===== src/rtl/jump_exec_unit_pkg.sv =====
// Shared encodings and types for the JAL/JALR execute stage.
package jump_exec_unit_pkg;

  localparam logic [1:0] JMP_NOP = 2'b00;
  localparam logic [1:0] JAL     = 2'b01;
  localparam logic [1:0] JALR    = 2'b10;

  localparam int IALIGN_DEFAULT = 32;

  typedef enum logic [1:0] {
    IDLE  = 2'd0,
    REDIR = 2'd1,
    DRAIN = 2'd2
  } state_t;

endpackage


===== src/rtl/jump_target_calc.sv =====
// Combinational jump target, link value and misalignment flag.
module jump_target_calc
  import jump_exec_unit_pkg::*;
#(
  parameter int XLEN   = 32,
  parameter int IALIGN = IALIGN_DEFAULT
) (
  input  logic [1:0]      i_jump_control,
  input  logic [XLEN-1:0] i_pc,
  input  logic [XLEN-1:0] i_rs1_data,
  input  logic [20:0]     i_imm,
  output logic            o_is_jump,
  output logic [XLEN-1:0] o_target,
  output logic [XLEN-1:0] o_link,
  output logic            o_misalign
);

  logic [XLEN-1:0] w_jal_off;
  logic [XLEN-1:0] w_jalr_off;
  logic [XLEN-1:0] w_jalr_sum;

  assign w_jal_off  = {{(XLEN-21){i_imm[20]}}, i_imm};
  assign w_jalr_off = {{(XLEN-12){i_imm[11]}}, i_imm[11:0]};
  assign w_jalr_sum = i_rs1_data + w_jalr_off;
  assign o_link     = i_pc + XLEN'(4);

  // NOTE: every output of a combinational block gets a default first, so no path leaves it unassigned and no latch is inferred.
  always_comb begin
    o_is_jump = 1'b0;
    o_target  = '0;
    case (i_jump_control)
      JAL: begin
        o_is_jump = 1'b1;
        o_target  = i_pc + w_jal_off;
      end
      JALR: begin
        o_is_jump = 1'b1;
        o_target  = {w_jalr_sum[XLEN-1:1], 1'b0};
      end
      default: ;
    endcase
  end

  // With 16-bit alignment only bit 0 matters, and JALR already forces it low.
  assign o_misalign = (IALIGN == 32) ? o_target[1] : o_target[0];

endmodule


===== src/rtl/jump_exec_unit.sv =====
// JAL/JALR execute stage: link writeback, fetch redirect handshake, drain window, misalign exception.
module jump_exec_unit
  import jump_exec_unit_pkg::*;
#(
  parameter int XLEN         = 32,
  parameter int FLUSH_CYCLES = 2,
  parameter int IALIGN       = IALIGN_DEFAULT
) (
  input  logic            clk,
  input  logic            rst_n,
  input  logic            i_in_valid,
  output logic            o_in_ready,
  input  logic [XLEN-1:0] i_pc,
  input  logic [1:0]      i_jump_control,
  input  logic [4:0]      i_rd,
  input  logic [XLEN-1:0] i_rs1_data,
  input  logic [20:0]     i_imm,
  output logic            o_redirect_valid,
  input  logic            i_redirect_ready,
  output logic [XLEN-1:0] o_redirect_target,
  output logic            o_flush,
  output logic            o_wb_valid,
  output logic [4:0]      o_wb_rd,
  output logic [XLEN-1:0] o_wb_data,
  output logic            o_misalign_exc,
  output logic [XLEN-1:0] o_exc_pc,
  output logic [XLEN-1:0] o_exc_tval
);

  localparam int CW = (FLUSH_CYCLES > 1) ? $clog2(FLUSH_CYCLES) : 1;

  state_t          r_state;
  logic [CW-1:0]   r_drain_cnt;
  logic            r_redirect_valid;
  logic [XLEN-1:0] r_redirect_target;
  logic            r_flush;
  logic            r_wb_valid;
  logic [4:0]      r_wb_rd;
  logic [XLEN-1:0] r_wb_data;
  logic            r_misalign_exc;
  logic [XLEN-1:0] r_exc_pc;
  logic [XLEN-1:0] r_exc_tval;

  logic            w_is_jump;
  logic [XLEN-1:0] w_target;
  logic [XLEN-1:0] w_link;
  logic            w_misalign;

  jump_target_calc #(
    .XLEN   (XLEN),
    .IALIGN (IALIGN)
  ) u_calc (
    .i_jump_control (i_jump_control),
    .i_pc           (i_pc),
    .i_rs1_data     (i_rs1_data),
    .i_imm          (i_imm),
    .o_is_jump      (w_is_jump),
    .o_target       (w_target),
    .o_link         (w_link),
    .o_misalign     (w_misalign)
  );

  // NOTE: state is updated with non-blocking assignments so every register samples pre-edge values.
  always_ff @(posedge clk) begin
    if (!rst_n) begin
      r_state           <= IDLE;
      r_drain_cnt       <= '0;
      r_redirect_valid  <= 1'b0;
      r_redirect_target <= '0;
      r_flush           <= 1'b0;
      r_wb_valid        <= 1'b0;
      r_wb_rd           <= '0;
      r_wb_data         <= '0;
      r_misalign_exc    <= 1'b0;
      r_exc_pc          <= '0;
      r_exc_tval        <= '0;
    end else begin
      // Pulse outputs live for exactly one cycle unless re-armed below.
      r_flush        <= 1'b0;
      r_wb_valid     <= 1'b0;
      r_misalign_exc <= 1'b0;
      r_exc_pc       <= '0;
      r_exc_tval     <= '0;
      case (r_state)
        IDLE: begin
          if (i_in_valid && w_is_jump) begin
            if (w_misalign) begin
              r_misalign_exc <= 1'b1;
              r_exc_pc       <= i_pc;
              r_exc_tval     <= w_target;
            end else begin
              r_redirect_valid  <= 1'b1;
              r_redirect_target <= w_target;
              r_flush           <= 1'b1;
              r_wb_valid        <= (i_rd != 5'd0);
              r_wb_rd           <= i_rd;
              r_wb_data         <= w_link;
              r_state           <= REDIR;
            end
          end
        end
        REDIR: begin
          if (i_redirect_ready) begin
            r_redirect_valid <= 1'b0;
            if (FLUSH_CYCLES == 0) begin
              r_state <= IDLE;
            end else begin
              r_drain_cnt <= CW'(FLUSH_CYCLES - 1);
              r_state     <= DRAIN;
            end
          end
        end
        DRAIN: begin
          if (r_drain_cnt == '0) r_state <= IDLE;
          else                   r_drain_cnt <= r_drain_cnt - 1'b1;
        end
        default: r_state <= IDLE;
      endcase
    end
  end

  assign o_in_ready        = (r_state == IDLE);
  assign o_redirect_valid  = r_redirect_valid;
  assign o_redirect_target = r_redirect_target;
  assign o_flush           = r_flush;
  assign o_wb_valid        = r_wb_valid;
  assign o_wb_rd           = r_wb_rd;
  assign o_wb_data         = r_wb_data;
  assign o_misalign_exc    = r_misalign_exc;
  assign o_exc_pc          = r_exc_pc;
  assign o_exc_tval        = r_exc_tval;

endmodule

===== config.mk =====
export PLATFORM = sky130hd
export DESIGN_NAME = jump_exec_unit
export DESIGN_NICKNAME = d
export VERILOG_FILES = /design/src/rtl/jump_exec_unit_pkg.sv /design/src/rtl/jump_target_calc.sv /design/src/rtl/jump_exec_unit.sv
export SDC_FILE = /design/constraint.sdc
export NUM_CORES = 1
export LEC_CHECK = 0
export BUFFER_PORTS_ARGS = -buffer_cell sky130_fd_sc_hd__buf_2
export CORE_ASPECT_RATIO = 1.1
export CORE_MARGIN = 2
export CORE_UTILIZATION = 30
export CTS_CLUSTER_DIAMETER = 120
export DETAILED_ROUTE_END_ITERATION = 12
export PLACE_DENSITY = 0.61
export SLEW_MARGIN = 20
export SYNTH_ARGS = -nofsm -noshare
export SYNTH_HDL_FRONTEND = slang
export SYNTH_SLANG_ARGS = --single-unit

===== constraint.sdc =====
create_clock -name clk -period 9.5 [get_ports clk]
set_clock_uncertainty 0.15 [all_clocks]
set_input_delay 1.9 -clock clk [delete_from_list [all_inputs] [get_ports clk]]
set_output_delay 1.9 -clock clk [all_outputs]
set_load 0.005 [all_outputs]

## Yosys cells after proc, flatten, opt, wreduce, memory -nomap -nowiden

Cells that the tools add are included.

| operators by class | value |
|---|---|
| add/subtract/negate cells | 4 |
| $mul | 0 |
| div/mod/pow operators | 0 |
| order comparisons | 0 |
| equal/unequal tests | 8 |
| shifts and indexed selects | 0 |
| multiplexer cells | 17 |
| bitwise gates (word level) | 4 |
| reduce and logical (&&, ||, !) cells | 13 |

Operators by type and width:

| cell | count |
|---|---|
| $add A32 B32 Y32 | 2 |
| $pmux W32 S2 | 1 |
| $add A32 B3 Y32 const B | 1 |
| $reduce_and A4 Y1 | 3 |
| $mux W2 | 5 |
| $mux W1 | 8 |
| $ne A2 B2 Y1 const B | 3 |
| $pmux W2 S3 | 1 |
| $reduce_and A3 Y1 | 2 |
| $reduce_bool A5 Y1 | 1 |
| $eq A2 B1 Y1 const B | 2 |
| $eq A2 B2 Y1 const B | 2 |
| $not A1 Y1 | 4 |
| $pmux W1 S2 | 2 |
| $reduce_bool A2 Y1 | 2 |
| $reduce_or A4 Y1 | 1 |
| $logic_not A2 Y1 | 1 |
| $ne A2 B1 Y1 const B | 1 |
| $reduce_and A2 Y1 | 1 |
| $reduce_or A2 Y1 | 1 |
| $logic_and A1 B1 Y1 | 1 |
| $sub A1 B1 Y1 const B | 1 |

| word-level totals | value |
|---|---|
| register bits after elaboration | 139 |
| latch bits | 0 |
| memory bits (writable) | 0 |
| ROM bits | 0 |
| memories kept | 0 |

## Depth between registers and ports, before layout

| depth | value |
|---|---|
| depth after elaboration | 6 |
| mapped depth | 11 |
| depth with buffers taken out | 11 |

## Cells and area by module

A second synthesis with hierarchy kept.

| second synthesis, totals | value |
|---|---|
| cell total of the unflattened synthesis | 1028 |
| area total of the unflattened synthesis | 8724.6 um^2 |

Modules (own cells, without submodules):

| module | instances | cells an instance | area each (um^2) | seq. area each (um^2) |
|---|---|---|---|---|
| jump_exec_unit | 1 | 461 | 4699.5 | 2802.7 |
| jump_target_calc | 1 | 567 | 4025.1 | 0.0 |

## Worst setup path after synthesis

OpenSTA, ideal clock, no wires.

| timing path | value |
|---|---|
| path kind | input-to-reg |
| from | input port i_pc[0] |
| to | register r_redirect_target[30] (netlist: o_redirect_target[30]) |
| setup time | 138 ps |
| arrival | 4092 ps |
| required time | 9212 ps |
| setup slack | 5120 ps |
| cell stages on the path | 11 |
| buffers on the path | 0 |
| path through | ha_1 fa_1 a211oi_2 nor2_1 a2111oi_4 o21a_2 o21ai_2 a41oi_2 xnor2_1 a22oi_1 a31oi_1 |

| between the ends | value |
|---|---|
| cells in the longest elaborated chain, start to end | 4 |

Ends and longest elaborated chain:

| item | line | RTL |
|---|---|---|
| start, declared | jump_exec_unit.sv:13 | `input logic [XLEN-1:0] i_pc,` |
| $add A32 B32 Y32 * | jump_target_calc.sv:34 | `o_target = i_pc + w_jal_off;` |
| $pmux W32 S2 * | jump_target_calc.sv:31 | `case (i_jump_control)` |
| $not A1 Y1 (no line) | -- |  |
| $reduce_and A3 Y1 (no line) | -- |  |
| end signal, assigned | jump_exec_unit.sv:93 | `r_redirect_target <= w_target;` |
| end, declared | jump_exec_unit.sv:35 | `logic [XLEN-1:0] r_redirect_target;` |

Mark *: on every way between the ends. The rest lies on a longest branch, timed or not.
A chain may end at the register's enable or synchronous reset.

## Worst setup path after layout

| timing path | value |
|---|---|
| from | input port i_imm[11] |
| to | register r_exc_tval[25] (netlist: o_exc_tval[25]) |

| between the ends | value |
|---|---|
| cells in the longest elaborated chain, start to end | 2 |
| elaborated cells on any way between the ends | 3 |
| those cells by class | add/sub (2); mux (1) |

Ends and longest elaborated chain:

| item | line | RTL |
|---|---|---|
| start, declared | jump_exec_unit.sv:17 | `input logic [20:0] i_imm,` |
| $add A32 B32 Y32 (on tied branches) | jump_target_calc.sv:24, jump_target_calc.sv:34 |  |
| $pmux W32 S2 * | jump_target_calc.sv:31 |  |
| end signal, assigned | jump_exec_unit.sv:90 | `r_exc_tval <= w_target;` |
| end, declared | jump_exec_unit.sv:42 | `logic [XLEN-1:0] r_exc_tval;` |

Marks and branches as above.

==> run summary <==
most frequently used cell type in the post-synthesis netlist = dfxtp_1
Worst Hold Class = reg -> reg
Tightest Pin Transition = 0.933 ns
PwrDens = 162 nW/um^2
Seq cells post-synth = 138
slowest stage delay, CP = 0.47 ns
Worst Setup Path Type = in -> reg
grt ovf = 0
core area = 27700 um^2
Slew HR = 0.377
outcome = completed
port bufs = 232
Initial Util = 0.304
layout cell share with drive strength beyond 1 = 0.255
CP Data Arrival Time = 4.71 ns
Post-CTS Setup Inserts = 0
iteration-0 DRC count of the detailed router = 571
Power Total = 1.70 mW
number of global-route vias before repair = 7650
max-slew violations = 0
clock root cell = clkbuf_16
Critical Path RT = 9.70 ns
cell taking the most area after synthesis = dfxtp_1
Mapped Cells = 987
Worst setup EP type = flop
chip width = 164 um
Area growth syn-to-layout = 24.4%
# IOs = 234
post-synthesis net count = 1149
Synth Flop Type = dfxtp_1
post-route ant nets = 0
GRT Util Overall = 0.182
Worst R2R Setup Slack = 6.64 ns
crit path launch type = primary input
Critical Path Most Common Cell = a21oi_1
worst vdd ir = 0.102 mV
antenna violations before repair = 7
die area = 29400 um^2
TritonCTS clock tree = built
site row count = 64
final hold vios = 0
H-tree Lvls = 4
sequential area share after synthesis = 0.328
CTS max path bufs = 2
first-pass GRT wire length = 41900 um
Synth top area share = 0.328
# setup viols final = 0
Critical-path top delay cell = o41a_1
Post-synth top cells = dfxtp_1 (138), nor2_1 (107), a21oi_1 (84), nand2_1 (65), ha_1 (64)
RSZ-0062 raised after global routing = no
Async SR Flop Fraction = 0
post-synthesis cell type count = 86
synthesized cell area = 8410 um^2
yosys warns = 0
DRT Pass-1 Iters = 5
RePlAce Congestion = 0.926
post-detailed-route wirelength per cell = 17.0 um
Synth area leaders = dfxtp_1 (33%), ha_1 (9.5%), a21oi_1 (5.0%), nor2_1 (4.8%), xnor2_1 (4.4%)
Detailed Route WL = 26900 um
FMAX = 0.222 GHz
Die Y = 180 um
Worst-Skew Late Latency = 0.43 ns
total number of vias = 7932
hold buffers post-CTS = 0
mean cell area of the mapped netlist = 8.52 um^2
clock-pin slew on the worst setup and hold paths = 0.06 ns
setup_tns = 0 ns
CTS sink cnt = 138
Post-synth EDFFs = 0
minimum period implied by the final worst setup slack = 4.51 ns
max-cap violations = 0
WP buf/inv = 1
drc violations = 0
Total Nets Final = 1356
critical path's top delay family = compound AO/OA/AOI/OAI gates
final HPWL from detailed placement = 20900 um
fillers = 2913
pin count of the biggest net entering global routing = 73
Leakage = 4.71 nW
post_cts resized = 0
Critical Path Fanout Max = 22
Final period util = 0.475
CP Cell Sequence = buf_2 > ha_1 > a21oi_1 > o211a_1 > o21ai_0 > o41a_1 > a41o_1 > a21oi_2 > mux2_4 > a21oi_1
total CTS buffers = 17
Vias per Instance = 5.03
per-layer routing:
layer,up-vias,GRT usage,share of wire
li1,4031,-,-
met2,218,0.286,0.44
met5,-,0,0
met1,3646,0.246,0.48
met3,37,0.0360,0.052
met4,0,0.0642,0.023
state kept, by name (all words and copies together), names as in the netlist:
name / flops
r_state: 2
o_wb_rd: 5
o_wb_valid: 1
o_redirect_target: 31
o_wb_data: 32
o_exc_pc: 32
r_drain_cnt: 1
o_exc_tval: 31
o_misalign_exc: 1
o_flush: 1
o_redirect_valid: 1
power by group:
| part | switching, mW | leakage, nW | internal, mW | total [mW] |
|---|---|---|---|---|
| clock network | 0.269 | 0.263 | 0.360 | 0.630 |
| logic | 0.260 | 3.33 | 0.182 | 0.442 |
| registers | 0.0157 | 1.12 | 0.610 | 0.626 |
layout by cell type, fill, tap and decap left out, drive strengths merged, types with 8 or more instances in the layout:
cell,Yosys,layout
a211oi,48,48
a21o,33,33
a21oi,90,90
a22oi,22,22
a31oi,13,13
and2,41,41
and3,13,13
buf,16,238
clkbuf,34,18
dfxtp,138,138
diode,0,8
ha,64,64
inv,18,21
nand2,65,65
nand3,27,27
nand4,10,10
nor2,107,107
nor2b,9,9
o21a,11,11
o21ai,52,52
xnor2,42,42
xor2,36,36
worst reg2reg max path, stage by stage, from the launching register on:
cell	delay, ns
dfxtp_1	0.37
nor4b_1	0.53
nor2b_4	0.64
buf_4	0.67
nor2_1	0.13
a311oi_1	0.27
path summary, 6_finish.rpt:
kind,startpoint,endpoint,depth (start not counted)
setup reg to reg,r_state[1]$_SDFFE_PN0P_,o_wb_data[29]$_SDFFE_PN0P_,5
hold reg to reg,o_redirect_target[0]$_SDFFE_PN0P_,o_redirect_target[0]$_SDFFE_PN0P_,2
hold / removal,o_redirect_target[0]$_SDFFE_PN0P_,o_redirect_target[0]$_SDFFE_PN0P_,2
setup / recovery,i_imm[11],o_exc_tval[25]$_SDFF_PN0_,10
final cells by class:
class                   count  area [um^2]  area share
multi-input cells         781         5380       0.514
flip-flops and latches    138         2760       0.264
repair buffers            238         1230       0.117
well taps                 363          454      0.0434
clock buffers              18          429      0.0410
clock inverters            14          124      0.0118
inverters                  18         67.6     0.00646
diodes                      8         20.0     0.00191
cell families after synthesis:
logic type / after synthesis / synth area share
buffers and inverters: 68 / 0.0330
AOI/OAI and AO/OA: 326 / 0.275
and+or+nand+nor: 306 / 0.176
other: 1 / 0.000446
muxes: 4 / 0.00565
adders and majority gates: 66 / 0.100
xor gates and xnor gates: 78 / 0.0812
DFF: 138 / 0.328
metrics by stage:
stage / hold WS, ns / instance area, um^2 / util / setup slack (ns) / std cells
CTS: 0.302 / 10400 / 0.376 / 4.71 / 1569
detailed placement: 0.294 / 9860 / 0.356 / 4.26 / 1537
floorplan: 0.303 / 8410 / - / 5.12 / 987
finish: 0.302 / 10500 / 0.378 / 4.99 / 1578
global placement: 0.291 / 9860 / 0.356 / 4.36 / 1537
global route: 0.326 / 10500 / 0.377 / 4.84 / 1574
(Power assumes the default switching activity.)
